File: src/rtl/mtm_alu_deserializer.sv
// mtm_alu_deserializer: receives framed serial ALU requests (8 DATA frames carrying
// operands A and B, then one CMD frame carrying opcode and CRC-4) and presents either
// a validated request or a one-hot error code.
// Optional feature: define MTM_ALU_DESER_TIMEOUT_EN to abandon a partial packet after
// TIMEOUT_CYCLES idle cycles.
module mtm_alu_deserializer #(
    parameter int unsigned TIMEOUT_CYCLES = 1000
) (
    input  logic        clk,
    input  logic        rst_n,
    input  logic        sin,
    output logic [31:0] data_a,
    output logic [31:0] data_b,
    output logic [2:0]  opcode,
    output logic        req_valid,
    output logic [2:0]  err_code,
    output logic        err_valid
);

    typedef enum logic [1:0] {StIdle, StType, StPayload, StStop} state_e;

    localparam logic [2:0] ErrData = 3'b100;
    localparam logic [2:0] ErrCrc  = 3'b010;
    localparam logic [2:0] ErrOp   = 3'b001;

    state_e      state_q, state_d;
    logic [2:0]  bit_cnt_q, bit_cnt_d;
    logic [7:0]  shift_q, shift_d;
    logic        type_q, type_d;
    logic        armed_q, armed_d;
    logic [3:0]  frame_cnt_q, frame_cnt_d;
    logic [63:0] buf_q, buf_d;
    logic        ferr_q, ferr_d;
    logic [31:0] data_a_q, data_a_d;
    logic [31:0] data_b_q, data_b_d;
    logic [2:0]  opcode_q, opcode_d;
    logic [2:0]  err_code_q, err_code_d;
    logic        req_valid_q, req_valid_d;
    logic        err_valid_q, err_valid_d;

    logic [2:0]  cmd_op;
    logic [3:0]  cmd_crc;
    logic [3:0]  crc_calc;
    logic [5:0]  wr_lsb;
    logic        start_seen;

`ifdef MTM_ALU_DESER_TIMEOUT_EN
    logic [31:0] timer_q, timer_d;
`else
    logic unused_timeout;
    assign unused_timeout = ^TIMEOUT_CYCLES;
`endif

    // Serial CRC-4 (x^4+x+1, init 0), MSB of the message shifted in first.
    function automatic logic [3:0] crc4(input logic [67:0] msg);
        logic [3:0] c;
        logic       fb;
        c = '0;
        for (int i = 67; i >= 0; i--) begin
            fb = c[3] ^ msg[i];
            c  = {c[2:1], c[0] ^ fb, fb};
        end
        return c;
    endfunction

    assign cmd_op     = shift_q[6:4];
    assign cmd_crc    = shift_q[3:0];
    assign crc_calc   = crc4({buf_q, 1'b1, cmd_op});
    assign wr_lsb     = {~frame_cnt_q[2:0], 3'b000};
    // A start bit only counts once the line has been seen idle since reset.
    assign start_seen = (state_q == StIdle) && armed_q && !sin;

    // State register and all datapath flops, synchronous active-low reset.
    always_ff @(posedge clk) begin
        if (!rst_n) begin
            state_q     <= StIdle;
            bit_cnt_q   <= '0;
            shift_q     <= '0;
            type_q      <= 1'b0;
            armed_q     <= 1'b0;
            frame_cnt_q <= '0;
            buf_q       <= '0;
            ferr_q      <= 1'b0;
            data_a_q    <= '0;
            data_b_q    <= '0;
            opcode_q    <= '0;
            err_code_q  <= '0;
            req_valid_q <= 1'b0;
            err_valid_q <= 1'b0;
`ifdef MTM_ALU_DESER_TIMEOUT_EN
            timer_q     <= '0;
`endif
        end else begin
            state_q     <= state_d;
            bit_cnt_q   <= bit_cnt_d;
            shift_q     <= shift_d;
            type_q      <= type_d;
            armed_q     <= armed_d;
            frame_cnt_q <= frame_cnt_d;
            buf_q       <= buf_d;
            ferr_q      <= ferr_d;
            data_a_q    <= data_a_d;
            data_b_q    <= data_b_d;
            opcode_q    <= opcode_d;
            err_code_q  <= err_code_d;
            req_valid_q <= req_valid_d;
            err_valid_q <= err_valid_d;
`ifdef MTM_ALU_DESER_TIMEOUT_EN
            timer_q     <= timer_d;
`endif
        end
    end

    // Frame FSM next-state logic.
    always_comb begin
        state_d = state_q;
        unique case (state_q)
            StIdle:    if (start_seen) state_d = StType;
            StType:    state_d = StPayload;
            StPayload: if (bit_cnt_q == 3'd7) state_d = StStop;
            StStop:    state_d = StIdle;
            default:   state_d = StIdle;
        endcase
    end

    // Bit capture, packet buffering, CMD checking and output register updates.
    always_comb begin
        bit_cnt_d   = bit_cnt_q;
        shift_d     = shift_q;
        type_d      = type_q;
        armed_d     = armed_q | sin;
        frame_cnt_d = frame_cnt_q;
        buf_d       = buf_q;
        ferr_d      = ferr_q;
        data_a_d    = data_a_q;
        data_b_d    = data_b_q;
        opcode_d    = opcode_q;
        err_code_d  = err_code_q;
        req_valid_d = 1'b0;
        err_valid_d = 1'b0;
`ifdef MTM_ALU_DESER_TIMEOUT_EN
        timer_d     = '0;
`endif

        unique case (state_q)
            StIdle: begin
`ifdef MTM_ALU_DESER_TIMEOUT_EN
                if (!start_seen && frame_cnt_q != 4'd0) begin
                    if (timer_q == TIMEOUT_CYCLES - 1) begin
                        frame_cnt_d = '0;
                        buf_d       = '0;
                        ferr_d      = 1'b0;
                    end else begin
                        timer_d = timer_q + 32'd1;
                    end
                end
`endif
            end
            StType: begin
                type_d    = sin;
                bit_cnt_d = '0;
            end
            StPayload: begin
                shift_d   = {shift_q[6:0], sin};
                bit_cnt_d = bit_cnt_q + 3'd1;
            end
            StStop: begin
                if (!sin) begin
                    // Broken frame: drop it, but remember so the packet fails at its CMD.
                    ferr_d = 1'b1;
                end else if (!type_q) begin
                    if (frame_cnt_q < 4'd8) buf_d[wr_lsb +: 8] = shift_q;
                    if (frame_cnt_q != 4'd9) frame_cnt_d = frame_cnt_q + 4'd1;
                end else begin
                    if (frame_cnt_q != 4'd8 || ferr_q) begin
                        err_code_d  = ErrData;
                        err_valid_d = 1'b1;
                    end else if (crc_calc != cmd_crc) begin
                        err_code_d  = ErrCrc;
                        err_valid_d = 1'b1;
                    end else if (!(cmd_op inside {3'b000, 3'b001, 3'b100, 3'b101})) begin
                        err_code_d  = ErrOp;
                        err_valid_d = 1'b1;
                    end else begin
                        data_a_d    = buf_q[63:32];
                        data_b_d    = buf_q[31:0];
                        opcode_d    = cmd_op;
                        req_valid_d = 1'b1;
                    end
                    frame_cnt_d = '0;
                    buf_d       = '0;
                    ferr_d      = 1'b0;
                end
            end
            default: ;
        endcase
    end

    assign data_a    = data_a_q;
    assign data_b    = data_b_q;
    assign opcode    = opcode_q;
    assign err_code  = err_code_q;
    assign req_valid = req_valid_q;
    assign err_valid = err_valid_q;

endmodule

File: config.mk
export PLATFORM = sky130hd
export DESIGN_NAME = mtm_alu_deserializer
export DESIGN_NICKNAME = d
export VERILOG_FILES = /design/src/rtl/mtm_alu_deserializer.sv
export SDC_FILE = /design/constraint.sdc
export NUM_CORES = 1
export LEC_CHECK = 0
export CAP_MARGIN = 15
export CORE_MARGIN = 5
export CORE_UTILIZATION = 55
export DETAILED_ROUTE_END_ITERATION = 8
export GPL_TIMING_DRIVEN = 0
export PLACE_DENSITY = 0.77
export REMOVE_ABC_BUFFERS = 1
export SLEW_MARGIN = 10
export SYNTH_ARGS = -nofsm -noshare
export SYNTH_HDL_FRONTEND = slang
export SYNTH_SLANG_ARGS = --single-unit
File: constraint.sdc
create_clock -name clk -period 6.8 [get_ports clk]
set_input_delay 0.68 -clock clk [delete_from_list [all_inputs] [get_ports clk]]
set_output_delay 0.68 -clock clk [all_outputs]
set_load 0.01 [all_outputs]
==> metrics.txt <==
status finished, final reports clean; unrepaired setup endpoints after global routing no; yosys warns 0; number of global-route vias before repair 6,319; Nets 849; Core Rows 43; initial DRC count 563; post-CTS resize count 0; Mapped Area 7764 um2; detailed placement HPWL between 10,000 and 15,000 um; Core ar. 13,880 um2; iteration count of the initial detailed-routing pass 6; initial antenna violation count 0; Vias 6,394; most frequent cells in the layout dfxtp_1, nor2_1, a21oi_1; Netlist cell types 46; max_cap viols 0; Slew HR about a fifth; Yosys top cell area share 40.23%; Hold Fails Final Rpt 0; Max Fanout on Critical Path 34; post-CTS setup buffers 0; top cells by area, synth dfxtp_1, xnor2_1, o2111ai_1; most common cell after layout, fill and taps aside dfxtp_1; Worst Hold Class flip-flop to flip-flop; syn_area_per_cell 9.514 um2; DR WL/cell 18.59 um; WL final about 19,000 um; vias per cell between 6 and 7; IO buf count 74; GPL Wtd Cong a little under 0.9; peak supply drop 162.5 uV; post-place setup slack 2.213 ns; sequential share of the synthesized area 40.23%; final setup fails 0; fraction of layout cells with a size suffix above 1 5.896%; first-pass GRT wire length 31,710 um; Tmin final 4.694 ns; die width 128.8 um; antenna-violating nets left 0; Clock Latency Late Sink 0.44 ns; pin count of the biggest net entering global routing 79; Syn Inst Count a little over 800; Setup crit end kind flip-flop; fin util 66.32%; CTS tree done; CTS Hold Bufs 0; Final period util 69.03%; I/O pin total 75; setup_tns 0 ns; ant diodes 0; LEAKAGE 3.022 nW; slack of the critical path 2.106 ns; Peak Freq 213.0 MHz; fin cells slightly above 1,000; Synth-to-Final Area Change 18.58%; clock skew 0.005838 ns; Worst setup SP type flip-flop; Crit Path Class flip-flop to flip-flop; gr ovfl total 0; Hold WS 0.4261 ns; Critical Path AT 5.05 ns; Power per Cell Area 214.1 nW/um2; Synth Register Bits 156; Tightest Pin Transition between 1 and 1.5 ns; DIE AREA roughly 17,000 um2; required time worst endpoint 7.15 ns; Max clock buf depth 2; Max Slew Vio Count 0; die height 128.8 um; Root Driver clkbuf_16; DRC 0; clock sink total 156; H-tree Lvls 4; CTS clock-pin slew for the worst setup and hold paths approximately 0.06 ns; Initial Utilization 55.93%; Inst Count DP 996; Num CTS Buffers 17; GRT Util Overall 23.68%; Synth area leader dfxtp_1
-- state kept, by name, summed over array words and instances, names as in the netlist --
register / count
buf_q: 64
data_a: 32
data_b: 32
shift_q: 8
frame_cnt_q: 4
bit_cnt_q: 3
err_code: 3
opcode: 3
state_q: 2
armed_q: 1
err_valid: 1
ferr_q: 1
req_valid: 1
type_q: 1
-- path summary, 6_finish.rpt --
kind / start / endpoint / slack (ns) / cells past startpoint
max: buf_q[33] / data_b[10] / 2.11 / 12
min: opcode[1] / opcode[1] / 0.43 / 2
max reg2reg: buf_q[33] / data_b[10] / 2.11 / 12
min reg2reg: opcode[1] / opcode[1] / 0.43 / 2
-- routing by layer --
metal	GRT usage, %	share of wire, %	routed length [um]
met5	0	0	0
met4	9.450	2.4	460
met3	4.857	5.5	1049
met2	39.57	49	9339
met1	30.02	43	8260
-- metrics by stage --
step           total power [mW]  cell area [um2]
2_1_floorplan             1.016             7392
3_3_place_gp              1.031             8358
3_5_place_dp              1.041             8621
4_1_cts                   1.975             9201
5_1_grt                   2.032             9206
6_report                  1.971             9206
-- final cells by class --
type	count	area, um2
inverters	7	31.28
well taps	180	225.2
flip-flops and latches	156	3123
repair buffers	84	955.9
clock buffers	25	495.5
clock inverters	6	85.08
multi-input cells	570	4290
fillers	1085	4674
-- where the power goes --
part	total [mW]	internal [mW]	switching [mW]
registers	0.930	0.922	0.00813
logic	0.0941	0.0340	0.0601
clock network	0.947	0.576	0.371
total	1.97	1.53	0.440
-- worst max-delay path, stage by stage, from the launching register on --
cell and delay [ns]:
dfxtp_1 0.42, xnor2_1 0.11, xnor2_1 0.34, xnor3_1 0.53, xnor3_1 0.42, xnor3_1 0.41
xnor3_1 0.38, xnor2_1 0.41, nand3_1 0.22, a21oi_4 0.76, buf_16 0.26, o2111ai_1 0.15
a21oi_1 0.20
-- cell usage after synthesis (all sizes together) --
library cell  instances
dfxtp               156
nor2                 87
a21oi                86
xnor2                76
o2111ai              66
o31ai                66
a22oi                64
clkbuf               51
buf                  32
xnor3                20
xor2                 15
nand2                12
ha                   10
mux2i                10
nand2b                9
and2                  8
nand3                 8
inv                   7
nor3                  6
nor2b                 3
o221a                 3
or2                   3
a31oi                 2
nand3b                2
nor4                  2
o221ai                2
a211o                 1
a21o                  1
a311oi                1
nand4                 1
nand4b                1
nor4b                 1
o211ai                1
o21ai                 1
o31a                  1
or3                   1
-- kinds of logic (layout without fill, tap and decap cells) --
logic type	after synthesis	in the layout	synth area share, %
AO/OA/AOI/OAI	295	295	27.07
XOR/XNOR	111	111	16.33
adder cells (fa/ha/maj)	10	10	1.612
buffers and inverters	90	122	5.125
flip-flops	156	156	40.23
multiplexers	10	10	1.289
AND/OR/NAND/NOR	144	144	8.348
Power figures use the tool's default switching activity.
